==> src/rtl/shift_pkg.sv <==
// Shared definitions for the shift arbiter: op encodings, FSM state type, widths.
package shift_pkg;

  localparam int unsigned DataW  = 32;
  localparam int unsigned ShamtW = 5;
  localparam int unsigned OpW    = 2;

  // Operation select carried with every request
  typedef enum logic [OpW-1:0] {
    SH_SLL = 2'b00,
    SH_SRL = 2'b01,
    SH_SRA = 2'b10,
    SH_ILL = 2'b11
  } shift_op_e;

  // IDLE: nothing held; HOLD: result presented on the response port
  typedef enum logic {
    StIdle = 1'b0,
    StHold = 1'b1
  } arb_state_e;

  function automatic logic is_legal_op(shift_op_e op);
    return op != SH_ILL;
  endfunction

endpackage

==> src/rtl/shift_arb_if.sv <==
// Request/response bundle for shift_arb: two requesters in, one response out.
interface shift_arb_if
  import shift_pkg::*;
#(
  parameter int unsigned TAG_W = 4
);

  // Requester 0
  logic                 req0_valid;
  logic                 req0_ready;
  logic [DataW-1:0]     req0_a;
  logic [ShamtW-1:0]    req0_shamt;
  logic [OpW-1:0]       req0_op;
  logic [TAG_W-1:0]     req0_tag;

  // Requester 1
  logic                 req1_valid;
  logic                 req1_ready;
  logic [DataW-1:0]     req1_a;
  logic [ShamtW-1:0]    req1_shamt;
  logic [OpW-1:0]       req1_op;
  logic [TAG_W-1:0]     req1_tag;

  // Response
  logic                 rsp_valid;
  logic                 rsp_ready;
  logic [DataW-1:0]     rsp_result;
  logic                 rsp_id;
  logic [TAG_W-1:0]     rsp_tag;
  logic                 rsp_err;

  // Requesters and response consumer
  modport master (
    output req0_valid, req0_a, req0_shamt, req0_op, req0_tag,
    output req1_valid, req1_a, req1_shamt, req1_op, req1_tag,
    output rsp_ready,
    input  req0_ready, req1_ready,
    input  rsp_valid, rsp_result, rsp_id, rsp_tag, rsp_err
  );

  // The arbiter itself
  modport slave (
    input  req0_valid, req0_a, req0_shamt, req0_op, req0_tag,
    input  req1_valid, req1_a, req1_shamt, req1_op, req1_tag,
    input  rsp_ready,
    output req0_ready, req1_ready,
    output rsp_valid, rsp_result, rsp_id, rsp_tag, rsp_err
  );

endinterface

==> src/rtl/shift_unit.sv <==
// Combinational 32-bit shifter: SLL/SRL zero-fill, SRA sign-fill, illegal op yields 0.
module shift_unit
  import shift_pkg::*;
(
  input  logic [DataW-1:0] a,
  input  logic [DataW-1:0] b,
  input  shift_op_e        shift_choose,
  output logic [DataW-1:0] result
);

  // Select the shift flavour; b never exceeds 31 since callers zero-extend a 5-bit amount
  always_comb begin
    result = '0;
    case (shift_choose)
      SH_SLL: result = a << b;
      SH_SRL: result = a >> b;
      SH_SRA: result = $signed(a) >>> b;
      SH_ILL: result = '0;
    endcase
  end

endmodule

==> src/rtl/shift_arb.sv <==
// Round-robin arbiter sharing one shifter between two valid/ready requesters.
// A granted request is registered and its result presented one cycle later; a new
// request may be taken in the same cycle the held result is consumed.
module shift_arb
  import shift_pkg::*;
#(
  parameter int unsigned TAG_W = 4
) (
  input  logic        clk,
  input  logic        rst,
  shift_arb_if.slave  bus
);

  arb_state_e         r_state;
  arb_state_e         w_state_next;

  // Id of the requester granted most recently; 1 at reset so requester 0 wins the first tie
  logic               r_last;

  // Operands captured at acceptance
  logic [DataW-1:0]   r_a;
  logic [ShamtW-1:0]  r_shamt;
  shift_op_e          r_op;
  logic [TAG_W-1:0]   r_tag;
  logic               r_id;

  logic               w_can_accept;
  logic               w_gnt0;
  logic               w_gnt1;
  logic               w_ready0;
  logic               w_ready1;
  logic               w_accept;

  logic [DataW-1:0]   w_sel_a;
  logic [ShamtW-1:0]  w_sel_shamt;
  logic [OpW-1:0]     w_sel_op;
  logic [TAG_W-1:0]   w_sel_tag;

  logic [DataW-1:0]   w_shift_result;

  // Grant, handshake and next-state decision
  always_comb begin
    w_state_next = r_state;
    w_ready0     = 1'b0;
    w_ready1     = 1'b0;

    // Slot is free when nothing is held or the held result leaves this cycle
    w_can_accept = (r_state == StIdle) || bus.rsp_ready;

    // With both valid the requester not granted last wins
    w_gnt0 = bus.req0_valid && (!bus.req1_valid || r_last);
    w_gnt1 = bus.req1_valid && (!bus.req0_valid || !r_last);

    // Ready is masked while reset is asserted, since reset is asynchronous
    if (!rst && w_can_accept) begin
      w_ready0 = w_gnt0;
      w_ready1 = w_gnt1;
    end
    w_accept = w_ready0 | w_ready1;

    unique case (r_state)
      StIdle: begin
        if (w_accept) w_state_next = StHold;
      end
      StHold: begin
        if (w_accept) begin
          w_state_next = StHold;
        end else if (bus.rsp_ready) begin
          w_state_next = StIdle;
        end
      end
    endcase
  end

  // Operand mux steered by the grant
  always_comb begin
    w_sel_a     = bus.req0_a;
    w_sel_shamt = bus.req0_shamt;
    w_sel_op    = bus.req0_op;
    w_sel_tag   = bus.req0_tag;
    if (w_gnt1) begin
      w_sel_a     = bus.req1_a;
      w_sel_shamt = bus.req1_shamt;
      w_sel_op    = bus.req1_op;
      w_sel_tag   = bus.req1_tag;
    end
  end

  // FSM state register
  always_ff @(posedge clk or posedge rst) begin
    if (rst) begin
      r_state <= StIdle;
    end else begin
      r_state <= w_state_next;
    end
  end

  // Capture the accepted request and remember who was granted
  always_ff @(posedge clk or posedge rst) begin
    if (rst) begin
      r_last  <= 1'b1;
      r_a     <= '0;
      r_shamt <= '0;
      r_op    <= SH_SLL;
      r_tag   <= '0;
      r_id    <= 1'b0;
    end else if (w_accept) begin
      r_last  <= w_ready1;
      r_a     <= w_sel_a;
      r_shamt <= w_sel_shamt;
      r_op    <= shift_op_e'(w_sel_op);
      r_tag   <= w_sel_tag;
      r_id    <= w_ready1;
    end
  end

  // Cleared operands (a=0, SLL) make the reset-time result 0 without extra muxing
  shift_unit u_shift_unit (
    .a            (r_a),
    .b            ({{(DataW-ShamtW){1'b0}}, r_shamt}),
    .shift_choose (r_op),
    .result       (w_shift_result)
  );

  assign bus.req0_ready = w_ready0;
  assign bus.req1_ready = w_ready1;
  assign bus.rsp_valid  = (r_state == StHold);
  assign bus.rsp_result = w_shift_result;
  assign bus.rsp_id     = r_id;
  assign bus.rsp_tag    = r_tag;
  assign bus.rsp_err    = !is_legal_op(r_op);

endmodule

==> src/flat_wrapper.sv <==
// flat-port wrapper written by rule: the top's interface ports become plain ports
module shift_arb_flat import shift_pkg::*;
#(
  parameter int unsigned TAG_W = 4
)
  (clk, rst, bus_req0_valid, bus_req0_a, bus_req0_shamt, bus_req0_op, bus_req0_tag, bus_req1_valid, bus_req1_a, bus_req1_shamt, bus_req1_op, bus_req1_tag, bus_rsp_ready, bus_req0_ready, bus_req1_ready, bus_rsp_valid, bus_rsp_result, bus_rsp_id, bus_rsp_tag, bus_rsp_err);
  shift_arb_if #(.TAG_W(TAG_W)) bus_i ();
  input  logic clk;
  input  logic rst;
  input wire logic [$bits(bus_i.req0_valid)-1:0] bus_req0_valid;
  input wire logic [$bits(bus_i.req0_a)-1:0] bus_req0_a;
  input wire logic [$bits(bus_i.req0_shamt)-1:0] bus_req0_shamt;
  input wire logic [$bits(bus_i.req0_op)-1:0] bus_req0_op;
  input wire logic [$bits(bus_i.req0_tag)-1:0] bus_req0_tag;
  input wire logic [$bits(bus_i.req1_valid)-1:0] bus_req1_valid;
  input wire logic [$bits(bus_i.req1_a)-1:0] bus_req1_a;
  input wire logic [$bits(bus_i.req1_shamt)-1:0] bus_req1_shamt;
  input wire logic [$bits(bus_i.req1_op)-1:0] bus_req1_op;
  input wire logic [$bits(bus_i.req1_tag)-1:0] bus_req1_tag;
  input wire logic [$bits(bus_i.rsp_ready)-1:0] bus_rsp_ready;
  output wire logic [$bits(bus_i.req0_ready)-1:0] bus_req0_ready;
  output wire logic [$bits(bus_i.req1_ready)-1:0] bus_req1_ready;
  output wire logic [$bits(bus_i.rsp_valid)-1:0] bus_rsp_valid;
  output wire logic [$bits(bus_i.rsp_result)-1:0] bus_rsp_result;
  output wire logic [$bits(bus_i.rsp_id)-1:0] bus_rsp_id;
  output wire logic [$bits(bus_i.rsp_tag)-1:0] bus_rsp_tag;
  output wire logic [$bits(bus_i.rsp_err)-1:0] bus_rsp_err;
  assign bus_i.req0_valid = bus_req0_valid;
  assign bus_i.req0_a = bus_req0_a;
  assign bus_i.req0_shamt = bus_req0_shamt;
  assign bus_i.req0_op = bus_req0_op;
  assign bus_i.req0_tag = bus_req0_tag;
  assign bus_i.req1_valid = bus_req1_valid;
  assign bus_i.req1_a = bus_req1_a;
  assign bus_i.req1_shamt = bus_req1_shamt;
  assign bus_i.req1_op = bus_req1_op;
  assign bus_i.req1_tag = bus_req1_tag;
  assign bus_i.rsp_ready = bus_rsp_ready;
  assign bus_req0_ready = bus_i.req0_ready;
  assign bus_req1_ready = bus_i.req1_ready;
  assign bus_rsp_valid = bus_i.rsp_valid;
  assign bus_rsp_result = bus_i.rsp_result;
  assign bus_rsp_id = bus_i.rsp_id;
  assign bus_rsp_tag = bus_i.rsp_tag;
  assign bus_rsp_err = bus_i.rsp_err;
  shift_arb #(.TAG_W(TAG_W)) u_core (.clk(clk), .rst(rst), .bus(bus_i));
endmodule
==> config.mk <==
export PLATFORM = sky130hd
export DESIGN_NAME = shift_arb_flat
export DESIGN_NICKNAME = d
export VERILOG_FILES = /design/src/rtl/shift_pkg.sv /design/src/rtl/shift_arb_if.sv /design/src/rtl/shift_unit.sv /design/src/rtl/shift_arb.sv /design/src/flat_wrapper.sv
export SDC_FILE = /design/constraint.sdc
export NUM_CORES = 1
export LEC_CHECK = 0
export BUFFER_PORTS_ARGS = -buffer_cell sky130_fd_sc_hd__buf_2
export CORE_ASPECT_RATIO = 0.7
export CORE_MARGIN = 10
export CORE_UTILIZATION = 50
export DETAILED_ROUTE_END_ITERATION = 10
export PLACE_DENSITY = 0.7
export SLEW_MARGIN = 40
export SYNTH_ARGS = -nofsm -noshare
export SYNTH_HDL_FRONTEND = slang
export SYNTH_SLANG_ARGS = --single-unit
export TNS_END_PERCENT = 20
==> constraint.sdc <==
create_clock -name clk -period 5 [get_ports clk]
set_clock_uncertainty 0.2 [all_clocks]
set_input_delay 1 -clock clk [delete_from_list [all_inputs] [get_ports clk]]
set_output_delay 1 -clock clk [all_outputs]
set_load 0.005 [all_outputs]
-- Yosys cells after proc, flatten, opt, wreduce, memory -nomap -nowiden
Cells that the tools add are included.
- register bits: 46
- bits of input ports: 91
- output and inout port bits: 41
- logic and storage cells: 39
- shift operators: 3
- reductions and logical operators: 12
- equal/unequal tests: 4
- multiplexer cells: 11
- bitwise gates (word level): 2
- operator list (kind ; count):
    $pmux 32 s4 ; 1
    $mux 32 ; 1
    $shl 32x5->32 ; 1
    $shr 32x5->32 ; 1
    $sshr 32x5->32 ; 1
    $logic_not 1->1 ; 5
    $mux 1 ; 5
    $mux 5 ; 1
    $eq 2x2->1 const B ; 2
    $mux 4 ; 1
    $logic_and 1x1->1 ; 3
    $logic_or 1x1->1 ; 3
    $eq 2x1->1 const B ; 1
    $logic_not 2->1 ; 1
    $mux 2 ; 1
    $ne 2x2->1 const B ; 1
    $pmux 1 s2 ; 1
    $not 1->1 ; 1
    $or 1x1->1 ; 1

-- Logic depth before layout (Yosys ltp)
Gate-level depths: netlist of run 1.
- word-level depth: 7
- mapped depth: 10
- depth with buffers taken out: 5

-- Hierarchy
Synthesis of run 1 repeated with hierarchy kept, for this count alone.
- cells, all modules: 840
- area, all modules: 7350.8 sq um
- modules (own cells, without submodules) (module ; cells each ; sequential area each (sq um) ; instances ; area each (sq um)):
    shift_unit ; 667 ; 0.0 ; 1 ; 5182.5
    shift_arb ; 173 ; 1152.4 ; 1 ; 2168.3

-- Worst setup path after synthesis of run 1
OpenSTA, ideal clock, no wires.
- path kind: input -> output
- start: input rst
- end: output bus_req0_ready
- data required time: 3800 ps
- arrival time: 2410 ps
- cell stages on the path: 4
- buffers on the path: 0
- path slack: 1390 ps
- cell sequence: inv_1 -> o21a_1 -> nand3_1 -> inv_1
- longest elaborated chain between the ends: 3
- RTL lines (element ; RTL line ; RTL):
    start: declaration ; flat_wrapper.sv:9 ; input logic rst;
    $logic_not 1->1 ; shift_arb.sv:55 ; if (!rst && w_can_accept) begin
    $logic_and 1x1->1 ; shift_arb.sv:55 ;
    $mux 1 ; shift_arb.sv:55 ;
    end: declaration ; flat_wrapper.sv:21 ; output wire logic [$bits(bus_i.req0_ready)-1:0] bus_req0_ready;
No other way between the ends.

-- Worst setup path in the final report of run 1
- start: register u_core.r_shamt[1]
- end: output bus_rsp_result[25]
- longest elaborated chain between the ends: 2
- elaborated cells on any way between the ends: 4
- classes of those cells: shift (3); mux (1)
- RTL lines (element ; RTL line ; RTL):
    start: declaration ; shift_arb.sv:22 ; logic [ShamtW-1:0] r_shamt;
    start signal: assignment ; shift_arb.sv:110 ; r_shamt <= w_sel_shamt;
    $sshr 32x5->32 (tied with other cells) ; shift_unit.sv:17 ; SH_SRA: result = $signed(a) >>> b;
    $pmux 32 s4 (*) ; shift_unit.sv:14 ; case (shift_choose)
    end: declaration ; flat_wrapper.sv:24 ; output wire logic [$bits(bus_i.rsp_result)-1:0] bus_rsp_result;
Every way passes the cells marked *; elsewhere a longest branch is shown, timed or not.

==> results.rst, run 1 <==
.. list-table::
   :header-rows: 1

   * - Metric
     - Value
   * - Synthesized cell area
     - 0.00667 mm^2
   * - EDFF count, synth
     - 0
   * - First-pass GRT wire length
     - 38,900 um
   * - Filler cell count in the final layout
     - 1,217
   * - GRT Util Overall
     - 0.272
   * - Crit path from
     - u_core.r_shamt[1]
   * - GRT met1 Usage
     - 0.378
   * - Antenna Diode Count
     - 0
   * - Number of violations reported at the end of detailed-routing iteration 0
     - 1,201
   * - Average wire per standard cell
     - 25.7 um
   * - Total Negative Setup Slacks
     - 0 ns
   * - Sequential fraction of the synthesis area
     - 0.173
   * - Total DRC errors in the routed layout
     - 0
   * - Library cell with the largest summed area after synthesis
     - sky130_fd_sc_hd__dfrtp_1
   * - Yosys warnings
     - 0
   * - Met3 usage
     - 0.0879
   * - Post-synthesis net count
     - 843
   * - Dominant delay contributor by cell family on the critical path
     - compound AO/OA/AOI/OAI gates
   * - Via count
     - 6,693
   * - Initial antenna violation count
     - 0
   * - Buffers & Inverters on Critical Path
     - 2
   * - Ys async rst share
     - 1.00
   * - Worst setup slack after layout
     - 0.406 ns
   * - Area grow syn2layout
     - 9.83%
   * - Most used routing layer
     - met2
   * - Clock period minus worst slack
     - 4.59 ns
   * - Count of distinct cell types in the synthesized netlist
     - 73
   * - Buffers inserted during post-CTS setup optimization
     - 0
   * - Final Net Count
     - 906
   * - Finished Core Util
     - 0.559
   * - Portion of the clock cycle consumed by the worst path in the final layout
     - 0.919
   * - Maximum frequency from static timing analysis
     - 218 MHz
   * - Number of primary I/O pins
     - 132
   * - Floorplan die area
     - 0.0184 mm^2
   * - Post-CTS clock slew at the launch and capture registers of the worst setup and hold paths
     - 0.07 ns
   * - Placed Area
     - 0.00718 mm^2
   * - Class of the most critical setup path
     - reg -> out
   * - Leak
     - 0.00313 uW
   * - DR pass1 iterations
     - 6
   * - Fraction of final layout cells sized beyond drive strength 1
     - 0.324
   * - Die boundary width
     - 158 um
   * - Power density cells
     - 434 mW/mm^2
   * - Synth Register Bits
     - 46
   * - Element type at the critical path end
     - primary output
   * - Ratio of routed vias to standard cells
     - 6.82
   * - Final number of hold-violating endpoints
     - 0
   * - Peak supply drop
     - 0.000189 V
   * - CTS Buf Count
     - 5
   * - Slowest cell on the critical path
     - sky130_fd_sc_hd__dfrtp_4
   * - Remaining number of nets flagged by the antenna check after routing
     - 0
   * - Tightest hold margin
     - 0.278 ns
   * - Die Span Y
     - 117 um
   * - Unrepaired setup endpoints after global routing
     - false
   * - Max-slew headroom at the worst pin
     - 0.408
   * - Placement Rows
     - 35
   * - Setup slack after placement
     - 0.838 ns
   * - Effective utilization at floorplan
     - 0.509
   * - Max stage delay on crit path
     - 0.94 ns
   * - Crit path DAT
     - 3.39 ns
   * - DPL Wire Length
     - 19,200 um
   * - Vias in the first global route
     - 6,509
   * - Ordered list of cells on the worst path
     - buf_4 -> nor2b_1 -> a22oi_1 -> o211ai_1 -> a2111oi_0 -> o32a_1 -> buf_2
   * - Final setup violation count
     - 0
   * - Count of buffers inserted at the top-level ports
     - 131
   * - Startpoint of the worst-slack reg-to-reg timing path
     - u_core.bus.rsp_valid
   * - Maximum capacitance violations
     - 0
   * - Total overflow reported by the global router
     - 0
   * - Clock tree from TritonCTS
     - built
   * - Transition time at the pin with the least slew margin
     - 0.876 ns
   * - Result of the run
     - finished clean
   * - Prevailing post-synth register cell
     - sky130_fd_sc_hd__dfrtp_1
   * - Fin. max-slew vios
     - 0
   * - Global routing usage on met2
     - 0.384
   * - Area of the placeable core
     - 0.0131 mm^2
   * - Clk_lat worst skew
     - 0.29 ns
   * - Hold Path Class
     - reg -> reg
   * - Crit start category
     - flip-flop
   * - Max Root-Sink Buffers
     - 2
   * - Share of the synthesized area in the top cell type
     - 0.169
   * - H-tree lvl count
     - 2
   * - Resized Gates After CTS
     - 0
   * - Synthesized instance count
     - 752
   * - Clock Root Buffer
     - sky130_fd_sc_hd__clkbuf_16
   * - Required time at the worst-slack endpoint
     - 3.80 ns
   * - Top area cells in the synthesized netlist
     - sky130_fd_sc_hd__dfrtp_1, sky130_fd_sc_hd__mux4_2, sky130_fd_sc_hd__mux2i_1, sky130_fd_sc_hd__mux2_2, sky130_fd_sc_hd__o21ai_0
   * - Hold buffer count at CTS
     - 0
   * - Wirelength, routed
     - 25,300 um
   * - Largest net degree at the start of global routing
     - 88
   * - Average cell area after synthesis
     - 8.86 um^2
   * - Routability-driven placement congestion ratio
     - 1.04
   * - Hold wc startpoint
     - u_core.bus.rsp_id
   * - Post-route cell area
     - 0.00732 mm^2
   * - Critical Path Fanout Max
     - 57
   * - Number of clock sinks
     - 46
==> kinds of logic after synthesis <==
| family | share of synthesized area |
|---|---|
| XOR/XNOR | 0.00131 |
| AO/OA/AOI/OAI | 0.211 |
| buffers and inverters | 0.0863 |
| multiplexers | 0.400 |
| flip-flops | 0.173 |
| AND/OR/NAND/NOR | 0.129 |
==> final cells by class <==
| cell class | count | area (um^2) | share of cell area |
|---|---|---|---|
| clock inverters | 3 | 18.8 | 0.00256 |
| flip-flops and latches | 46 | 1160 | 0.159 |
| repair buffers | 151 | 806 | 0.110 |
| well taps | 166 | 208 | 0.0284 |
| inverters | 11 | 41.3 | 0.00564 |
| multi-input cells | 600 | 4960 | 0.678 |
| clock buffers | 5 | 125 | 0.0171 |
==> cells in the mapped netlist, types with 7 or more instances <==
| cell | n |
|---|---|
| sky130_fd_sc_hd__buf_6 | 9 |
| sky130_fd_sc_hd__o211ai_1 | 10 |
| sky130_fd_sc_hd__inv_1 | 8 |
| sky130_fd_sc_hd__nand3_1 | 10 |
| sky130_fd_sc_hd__mux2i_1 | 105 |
| sky130_fd_sc_hd__a211oi_1 | 7 |
| sky130_fd_sc_hd__nand2_1 | 90 |
| sky130_fd_sc_hd__a21oi_1 | 25 |
| sky130_fd_sc_hd__nor2_1 | 53 |
| sky130_fd_sc_hd__o22ai_1 | 10 |
| sky130_fd_sc_hd__mux4_2 | 49 |
| sky130_fd_sc_hd__nor3_1 | 12 |
| sky130_fd_sc_hd__o21ai_0 | 72 |
| sky130_fd_sc_hd__dfrtp_1 | 45 |
| sky130_fd_sc_hd__mux2_2 | 34 |
| sky130_fd_sc_hd__clkbuf_1 | 53 |
| sky130_fd_sc_hd__buf_2 | 19 |
| sky130_fd_sc_hd__buf_4 | 10 |
==> cell usage in the layout (no fill, tap or decap), types with 4 or more instances in the layout <==
cell                        Yosys  layout
sky130_fd_sc_hd__a31oi_1        4       4
sky130_fd_sc_hd__o221ai_1       5       5
sky130_fd_sc_hd__buf_2         19     131
sky130_fd_sc_hd__a21o_1         6       6
sky130_fd_sc_hd__mux2_2        34      34
sky130_fd_sc_hd__nor3_1        12      12
sky130_fd_sc_hd__nand3_1       10      10
sky130_fd_sc_hd__dfrtp_1       45      41
sky130_fd_sc_hd__or2_2          4       4
sky130_fd_sc_hd__a211o_1        6       6
sky130_fd_sc_hd__inv_2          3       4
sky130_fd_sc_hd__o211ai_1      10      10
sky130_fd_sc_hd__clkbuf_16      0       5
sky130_fd_sc_hd__a211oi_1       7       7
sky130_fd_sc_hd__o21ai_0       72      72
sky130_fd_sc_hd__nor2_1        53      53
sky130_fd_sc_hd__nand3b_1       4       4
sky130_fd_sc_hd__o32ai_1        5       5
sky130_fd_sc_hd__nand2_1       90      90
sky130_fd_sc_hd__o31a_1         4       4
sky130_fd_sc_hd__nand2b_1       4       4
sky130_fd_sc_hd__o22ai_1       10      10
sky130_fd_sc_hd__mux4_2        49      49
sky130_fd_sc_hd__inv_1          8       7
sky130_fd_sc_hd__a32oi_1        4       4
sky130_fd_sc_hd__nor2b_1        6       6
sky130_fd_sc_hd__a22oi_1        5       5
sky130_fd_sc_hd__o31ai_1        5       5
sky130_fd_sc_hd__mux2i_1      105     105
sky130_fd_sc_hd__o32a_1         5       5
sky130_fd_sc_hd__buf_4         10      20
sky130_fd_sc_hd__a21oi_1       25      25
==> routing by layer <==
metal	share of wire	routed length, um
met1	0.41	10400
met4	0.039	992
met5	0	0
met3	0.14	3420
met2	0.41	10500
==> registers in the layout, indices dropped and copies added (netlist names) <==
name and cells:
u_core.bus.rsp_valid 1, u_core.bus.rsp_tag 4, u_core.r_a 32, u_core.r_op 2
u_core.r_shamt 5, u_core.r_last 1, u_core.bus.rsp_id 1
==> report_power, final <==
| group | switching (uW) | internal, uW |
|---|---|---|
| sequential | 267 | 446 |
| clock | 151 | 186 |
| combinational | 1190 | 939 |
| total | 1600 | 1570 |
==> worst reg2reg max path, delay by kind of cell (launching register included) <==
kind,cells,cell delay [ns]
AOI/OAI and AO/OA,3,0.55
DFF,1,0.34
buffers and inverters,2,0.61
==> stage by stage <==
step                power [uW]  std cells
floorplan                 2110        752
global placement          2780        974
detailed placement        2770        974
CTS                       3110        982
global route              3350        982
finish                    3170        982
==> worst paths after layout <==
kind,cells past startpoint,slack (ns),endpoint
setup / recovery,7,0.41,bus_rsp_result[25]
hold / removal,1,0.28,u_core.bus.rsp_id
setup reg to reg,5,3.13,u_core.r_a[15]
hold reg to reg,1,0.28,u_core.bus.rsp_id
max in group asynchronous,3,3.49,u_core.r_shamt[2]
min in group asynchronous,3,0.66,u_core.bus.rsp_id
No activity file was read; power rests on OpenSTA's default activity.
==> run 2, diff against run 1 <==
Settings changed: SLEW_MARGIN 40 to 15.
Clock period 5 ns to 4.75 ns, I/O delays scaled along.
==> run 2 against run 1 <==
Die area did not move. Combinational power is 5% higher. Global-route usage decreased by 0.48 points. Sequential share of layout area down 0.15 points. Cell count increased by 0.61%. Setup slack lost 0.091 ns. Core utilization grew 0.40 points. Clock power is 12% higher.
==> results.rst, run 2 (synthesis results as in run 1) <==
.. list-table::
   :header-rows: 1

   * - Metric
     - Value
   * - Buffers inserted during post-CTS setup optimization
     - 0 (unchanged)
   * - H-tree lvl count
     - 2 (unchanged)
   * - Ratio of routed vias to standard cells
     - 6.91 (+1.4%)
   * - Crit path from
     - u_core.r_shamt[1]
   * - Ordered list of cells on the worst path
     - buf_4 -> mux2i_1 -> mux4_2 -> o32ai_1 -> o21ai_0 -> o22ai_1 -> buf_2
   * - Clock period minus worst slack
     - 4.44 ns
   * - Slowest cell on the critical path
     - sky130_fd_sc_hd__dfrtp_4
   * - Count of buffers inserted at the top-level ports
     - 131 (unchanged)
   * - Result of the run
     - finished clean
   * - Class of the most critical setup path
     - reg -> out
   * - Crit start category
     - flip-flop
   * - Top library cells by usage in the layout, fill and taps aside
     - sky130_fd_sc_hd__buf_2, sky130_fd_sc_hd__mux2i_1, sky130_fd_sc_hd__nand2_1
   * - Effective utilization at floorplan
     - 0.509 (unchanged)
   * - Logic depth of the worst register-to-register path
     - 5 (unchanged)
   * - Flip-flop count of the largest register after layout
     - 32 (unchanged)
   * - Hold buffer count at CTS
     - 0 (unchanged)
   * - Portion of the clock cycle consumed by the worst path in the final layout
     - 0.934
   * - Required time at the worst-slack endpoint
     - 3.60 ns (-0.20 ns)
   * - CTS Buf Count
     - 5 (unchanged)
   * - Die boundary width
     - 158 um (unchanged)
   * - Critical Path Fanout Max
     - 47 (-18%)
   * - Peak supply drop
     - 0.000236 V (+25%)
   * - Unrepaired setup endpoints after global routing
     - false
   * - Global routing usage on met2
     - 0.403 (+0.0188)
   * - Hold Path Class
     - reg -> reg
   * - Final setup violation count
     - 0 (unchanged)
   * - Total overflow reported by the global router
     - 0 (unchanged)
   * - Fraction of final layout cells sized beyond drive strength 1
     - 0.328 (+0.00494)
   * - Max-slew headroom at the worst pin
     - 0.392 (-0.0160)
   * - DR pass1 iterations
     - 6 (unchanged)
   * - Clock tree from TritonCTS
     - built
   * - Met3 usage
     - 0.0935 (+0.00552)
   * - Leak
     - 0.00317 uW (+1.0%)
   * - Element type at the critical path end
     - primary output
   * - Reg with most FFs
     - u_core.r_a
   * - Overall power of the completed layout
     - 3360 uW (+5.9%)
   * - Total DRC errors in the routed layout
     - 0 (unchanged)
   * - Total Negative Setup Slacks
     - 0 ns (unchanged)
   * - Placement Rows
     - 35 (unchanged)
   * - Post-CTS clock slew at the launch and capture registers of the worst setup and hold paths
     - 0.08 ns (about the same)
   * - Area of the placeable core
     - 0.0131 mm^2 (unchanged)
   * - Final number of hold-violating endpoints
     - 0 (unchanged)
   * - Maximum capacitance violations
     - 0 (unchanged)
   * - Transition time at the pin with the least slew margin
     - 0.912 ns (+0.0363 ns)
   * - Number of primary I/O pins
     - 132 (unchanged)
   * - Clock Root Buffer
     - sky130_fd_sc_hd__clkbuf_16
   * - GRT Util Overall
     - 0.267 (-0.00477)
   * - Buffers & Inverters on Critical Path
     - 2 (unchanged)
   * - Average wire per standard cell
     - 25.1 um (-2.4%)
   * - Max stage delay on crit path
     - 0.84 ns (-0.10 ns)
   * - First-pass GRT wire length
     - 38,500 um (-0.99%)
   * - Fin. max-slew vios
     - 0 (unchanged)
   * - GRT met1 Usage
     - 0.355 (-0.0226)
   * - Final Net Count
     - 912 (+0.66%)
   * - Clk_lat worst skew
     - 0.30 ns (about the same)
   * - Resized Gates After CTS
     - 0 (unchanged)
   * - Maximum frequency from static timing analysis
     - 225 MHz
   * - Most used routing layer
     - met2
   * - Number of violations reported at the end of detailed-routing iteration 0
     - 1,111 (-7.5%)
   * - Crit path DAT
     - 3.29 ns (-0.10 ns)
   * - Most common library cell in the layout ignoring fill and taps
     - sky130_fd_sc_hd__buf_2
   * - Number of clock sinks
     - 46 (unchanged)
   * - End of the worst register-to-register path
     - u_core.r_shamt[2]
   * - Wirelength, routed
     - 24,800 um (-1.8%)
   * - Die Span Y
     - 117 um (unchanged)
   * - Area grow syn2layout
     - 10.6%
   * - Via count
     - 6,830 (+2.0%)
   * - Dominant delay contributor by cell family on the critical path
     - flip-flops
   * - Register-to-Register Setup Slack
     - 2.86 ns (-0.27 ns)
   * - Routability-driven placement congestion ratio
     - 1.02 (-2.1%)
   * - DPL Wire Length
     - 18,600 um (-3.0%)
   * - Vias in the first global route
     - 6,769 (+4.0%)
   * - Total stage count of the critical path
     - 7 (unchanged)
   * - Antenna Diode Count
     - 0 (unchanged)
   * - Power density cells
     - 456 mW/mm^2 (+5.1%)
   * - Remaining number of nets flagged by the antenna check after routing
     - 0 (unchanged)
   * - Max Root-Sink Buffers
     - 2 (unchanged)
   * - Largest net degree at the start of global routing
     - 88 (unchanged)
   * - Startpoint of the worst-slack reg-to-reg timing path
     - u_core.bus.rsp_valid
   * - CP Capture Point
     - bus_rsp_result[1]
   * - Floorplan die area
     - 0.0184 mm^2 (unchanged)
   * - Initial antenna violation count
     - 0 (unchanged)
## run 2: changes by cell type in the layout (fill, tap and decap cells not counted), sizes merged
cell	previous run	this run
buf	151	157
clkinv	2	1
inv	12	13
## run 2: through the flow
step                cell area, um^2  worst slack [ns]  utilization  hold slack (ns)  std cells
finish                         7370             0.314        0.563            0.285        988
global route                   7370            0.0787        0.563            0.321        988
global placement               7220             0.796        0.551            0.256        980
detailed placement             7220             0.736        0.551            0.264        980
CTS                            7370             0.381        0.563            0.284        988
floorplan                      6670              1.24            -            0.273        752
## run 2: worst register-to-register path: stages (launching register included)
cell,delay [ns]
sky130_fd_sc_hd__dfrtp_1,0.34
sky130_fd_sc_hd__inv_1,0.05
sky130_fd_sc_hd__o21a_1,0.23
sky130_fd_sc_hd__o21ai_4,0.07
sky130_fd_sc_hd__buf_4,0.58
sky130_fd_sc_hd__o21ai_0,0.25
## run 2: worst min path at each step
stage / start / end / slack (ns) / depth (start not counted)
finish: u_core.bus.rsp_id / u_core.bus.rsp_id / 0.28 / 1
global route: u_core.bus.rsp_id / u_core.bus.rsp_id / 0.32 / 1
CTS: u_core.bus.rsp_id / u_core.bus.rsp_id / 0.28 / 1
detailed placement: u_core.bus.rsp_id / u_core.bus.rsp_id / 0.26 / 1
global placement: u_core.bus.rsp_id / u_core.bus.rsp_id / 0.26 / 1
floorplan: u_core.bus.rsp_tag[0] / u_core.bus.rsp_tag[0] / 0.27 / 2
## run 2: per-layer routing
layer,part of all wire,vias to the layer above
met5,0,-
met4,0.030,0
met3,0.13,52
met2,0.44,464
met1,0.40,3316
li1,-,2998
## run 2: final cells by class
class | instances | area [um^2]
multi-input cells | 600 | 4960
well taps | 166 | 208
inverters | 11 | 41.3
repair buffers | 157 | 851
flip-flops and latches | 46 | 1160
clock inverters | 3 | 28.8
clock buffers | 5 | 125
fillers | 1181 | 5720
## run 2: power breakdown
| part | switching (uW) | total, uW | internal (uW) |
|---|---|---|---|
| logic | 1230 | 2230 | 1000 |
| registers | 289 | 756 | 468 |
| clock network | 174 | 376 | 202 |
| total | 1690 | 3360 | 1670 |
==> run 3, diff against run 2 <==
Settings changed: ABC_AREA set to 1, PLACE_DENSITY 0.7 to 0.72.
==> run 3 against run 2 <==
Sequential power decreased by 13%. First-iteration DRC count decreased by 17%. Synthesized cell count increased by 41%. Core utilization increased by 0.61 points. Clock power increased by 8.0%. Critical path type unchanged. Global-route usage decreased by 1.2 points. Highest routed layer unchanged. Synthesized area decreased by 12%. Sequential share of layout area increased by 1.7 points.
==> results.rst, run 3 <==
.. list-table::
   :header-rows: 1

   * - Metric
     - Value
   * - Die boundary width
     - 150 um (-5.2%)
   * - Clk_lat worst skew
     - 0.29 ns (about the same)
   * - Floorplan die area
     - 0.0166 mm^2 (-9.8%)
   * - Startpoint of the worst-slack reg-to-reg timing path
     - u_core.r_last
   * - Routability-driven placement congestion ratio
     - 1.05 (+2.7%)
   * - Cell with the most instances after synthesis
     - sky130_fd_sc_hd__nand2_1
   * - Clock tree from TritonCTS
     - built
   * - Leak
     - 0.00359 uW (+13%)
   * - Final Net Count
     - 1,229 (+35%)
   * - Logic depth of the worst register-to-register path
     - 5 (unchanged)
   * - Area grow syn2layout
     - 12.0%
   * - Resized Gates After CTS
     - 0 (unchanged)
   * - Total overflow reported by the global router
     - 0 (unchanged)
   * - Library cell with the largest summed area after synthesis
     - sky130_fd_sc_hd__nand2_1
   * - Prevailing post-synth register cell
     - sky130_fd_sc_hd__dfrtp_1
   * - Slowest cell on the critical path
     - sky130_fd_sc_hd__dfrtp_1
   * - Total DRC errors in the routed layout
     - 0 (unchanged)
   * - Placed Area
     - 0.00644 mm^2 (-11%)
   * - DPL Wire Length
     - 16,500 um (-11%)
   * - Peak supply drop
     - 0.000548 V (+130%)
   * - Clock Root Buffer
     - sky130_fd_sc_hd__clkbuf_16
   * - Most common library cells after synthesis
     - sky130_fd_sc_hd__nand2_1, sky130_fd_sc_hd__nand3_1, sky130_fd_sc_hd__o21ai_0, sky130_fd_sc_hd__inv_1, sky130_fd_sc_hd__dfrtp_1
   * - First-pass GRT wire length
     - 35,300 um (-8.4%)
   * - Reg with most FFs
     - u_core.r_a
   * - EDFF count, synth
     - 0 (unchanged)
   * - Power density cells
     - 653 mW/mm^2 (+43%)
   * - Buffers inserted during post-CTS setup optimization
     - 0 (unchanged)
   * - Part of the power in combinational logic
     - 0.754 (+0.091)
   * - Hold wc startpoint
     - u_core.bus.rsp_id
   * - Sw frac
     - 0.578 (+0.0751)
   * - Hold buffer count at CTS
     - 0 (unchanged)
   * - Crit path DAT
     - 2.60 ns (-0.69 ns)
   * - Count of distinct cell types in the synthesized netlist
     - 38 (-48%)
   * - Number of clock sinks
     - 46 (unchanged)
   * - DR pass1 iterations
     - 6 (unchanged)
   * - Worst hold path stage count
     - 2 (+1)
   * - Crit start category
     - flip-flop
   * - End of the worst register-to-register path
     - u_core.r_a[10]
   * - Unrepaired setup endpoints after global routing
     - false
   * - Clock period minus worst slack
     - 3.75 ns (-0.686 ns)
   * - Synthesized cell area
     - 0.00590 mm^2 (-12%)
   * - Total Negative Setup Slacks
     - 0 ns (unchanged)
   * - Cell Int Power
     - 1820 uW (+9.0%)
   * - Final setup violation count
     - 0 (unchanged)
   * - Buffers & Inverters on Critical Path
     - 3 (+1)
   * - Yosys warnings
     - 0 (unchanged)
   * - Antenna Diode Count
     - 0 (unchanged)
   * - Net Switching
     - 2490 uW (+48%)
   * - Sequential standard cell area
     - 0.00115 mm^2 (-0.65%)
   * - Count of buffers inserted at the top-level ports
     - 131 (unchanged)
   * - Post-route cell area
     - 0.00661 mm^2 (-10%)
   * - Average cell area after synthesis
     - 5.54 um^2 (-37%)
   * - Transition time at the pin with the least slew margin
     - 0.682 ns (-0.230 ns)
   * - Hold Path Class
     - reg -> reg
   * - Fraction of final layout cells sized beyond drive strength 1
     - 0.162 (-0.167)
   * - GRT Util Overall
     - 0.255 (-0.0115)
   * - Class of the most critical setup path
     - reg -> out
   * - Final number of hold-violating endpoints
     - 0 (unchanged)
   * - Synthesized instance count
     - 1,064 (+41%)
   * - Ys async rst share
     - 1.00 (unchanged)
   * - H-tree lvl count
     - 2 (unchanged)
   * - Worst Hold Path EP
     - u_core.bus.rsp_id
   * - Required time at the worst-slack endpoint
     - 3.60 ns (about the same)
   * - Share of the synthesized area in the top cell type
     - 0.239 (+0.0697)
   * - Placement Rows
     - 33 (-5.7%)
   * - Number of primary I/O pins
     - 132 (unchanged)
   * - Crit path top cell by count
     - sky130_fd_sc_hd__nand3_1
   * - Area of the placeable core
     - 0.0116 mm^2 (-11%)
   * - Relative contribution of sequential cells to total power
     - 0.152 (-0.073)
   * - Dominant delay contributor by cell family on the critical path
     - simple AND/OR/NAND/NOR gates
   * - Effective utilization at floorplan
     - 0.508 (-0.000660)
   * - Portion of the clock cycle consumed by the worst path in the final layout
     - 0.789 (-0.145)
   * - Post-CTS clock slew at the launch and capture registers of the worst setup and hold paths
     - 0.06 ns (-0.02 ns)
   * - Number of violations reported at the end of detailed-routing iteration 0
     - 921 (-17%)
   * - Flip-flop count of the largest register after layout
     - 32 (unchanged)
   * - Synth Register Bits
     - 46 (unchanged)
   * - Most common library cell in the layout ignoring fill and taps
     - sky130_fd_sc_hd__nand2_1
   * - Via count
     - 7,324 (+7.2%)
   * - Post-synthesis net count
     - 1,155 (+37%)
   * - Max stage delay on crit path
     - 0.54 ns (-0.30 ns)
   * - Max Root-Sink Buffers
     - 2 (unchanged)
   * - Top area cells in the synthesized netlist
     - sky130_fd_sc_hd__nand2_1, sky130_fd_sc_hd__nand3_1, sky130_fd_sc_hd__dfrtp_1, sky130_fd_sc_hd__o21ai_0, sky130_fd_sc_hd__inv_1
   * - Maximum frequency from static timing analysis
     - 267 MHz (+18%)
   * - Ratio of routed vias to standard cells
     - 5.65 (-18%)
   * - Register-to-Register Setup Slack
     - 2.75 ns (-0.11 ns)
   * - Die Span Y
     - 111 um (-4.9%)
   * - Sequential fraction of the synthesis area
     - 0.195 (+0.0225)
   * - CTS Buf Count
     - 5 (unchanged)
   * - Average wire per standard cell
     - 16.5 um (-34%)
   * - Initial antenna violation count
     - 0 (unchanged)
   * - Top library cells by usage in the layout, fill and taps aside
     - sky130_fd_sc_hd__nand2_1, sky130_fd_sc_hd__nand3_1, sky130_fd_sc_hd__buf_2
   * - Multi-input gate area
     - 0.00404 mm^2 (-19%)
   * - Filler cell count in the final layout
     - 1,245 (+5.4%)
   * - Critical Path Fanout Max
     - 34 (-28%)
   * - Maximum capacitance violations
     - 0 (unchanged)
   * - Wirelength, routed
     - 21,300 um (-14%)
   * - Result of the run
     - finished clean
   * - Remaining number of nets flagged by the antenna check after routing
     - 0 (unchanged)
   * - Tightest hold margin
     - 0.274 ns (-0.0112 ns)
   * - Fin. max-slew vios
     - 0 (unchanged)
   * - Vias in the first global route
     - 6,915 (+2.2%)
   * - Largest net degree at the start of global routing
     - 87 (-1.1%)
   * - Element type at the critical path end
     - primary output
   * - Max-slew headroom at the worst pin
     - 0.546 (+0.154)
   * - Ordered list of cells on the worst path
     - buf_4 -> inv_8 -> nand2_1 -> and2_1 -> nand2_1 -> nand3_1 -> nand3_1 -> o211ai_1 -> nand3_1 -> buf_2
   * - Clk pwr share
     - 0.094 (-0.018)
[run 3: power by group through the flow]
| stage | Combinational [uW] | Sequential (uW) | Clock (uW) |
|---|---|---|---|
| final | 3250 | 656 | 406 |
| after global routing | 3660 | 674 | 433 |
| after CTS | 3180 | 654 | 413 |
| after detailed placement | 3170 | 660 | 0 |
| after global placement | 3180 | 660 | 0 |
| after floorplan | 2320 | 616 | 0 |
[run 3: logic make-up (layout without fill, tap and decap cells)]
group	Yosys count	in the layout	share of synthesized area
flops	46	46	0.195
simple gates	721	721	0.539
compound gates	149	149	0.146
buf+inv	148	223	0.120
[run 3: layer usage]
layer,vias up,GRT usage,wire length [um]
met5,-,0,0
met4,0,0.0685,490
met3,39,0.0718,2310
met2,385,0.377,8920
met1,3208,0.354,9630
li1,3692,-,-
[run 3: area by class of cell]
class | count | area share
clock buffers | 6 | 0.0195
clock inverters | 2 | 0.00568
inverters | 72 | 0.0421
multi-input cells | 870 | 0.612
flip-flops and latches | 46 | 0.174
well taps | 157 | 0.0297
repair buffers | 143 | 0.117
[run 3: worst max-delay path by stage]
stage	startpoint	to	cells after the start
3_3_place_gp	u_core.r_shamt[0]	bus_rsp_result[22]	13
4_1_cts	u_core.r_shamt[0]	bus_rsp_result[20]	13
2_1_floorplan	rst	bus_req0_ready	3
6_report	u_core.r_shamt[0]	bus_rsp_result[10]	10
3_5_place_dp	u_core.r_shamt[0]	bus_rsp_result[20]	13
5_1_grt	u_core.r_shamt[0]	bus_rsp_result[19]	13
[run 3: worst min-delay path: cells and delay by family, from the launching register on]
family / cells / cell delay, ns
flip-flops: 1 / 0.34
AND/OR/NAND/NOR: 2 / 0.11
[run 3: through the flow]
stage	util	total power [uW]	cells	setup WS, ns
final	0.569	4320	1296	1.00
after global routing	0.569	4760	1296	0.804
after CTS	0.569	4250	1296	1.13
after detailed placement	0.555	3830	1288	1.46
after global placement	0.555	3840	1288	1.46
after floorplan	-	2940	1064	1.05
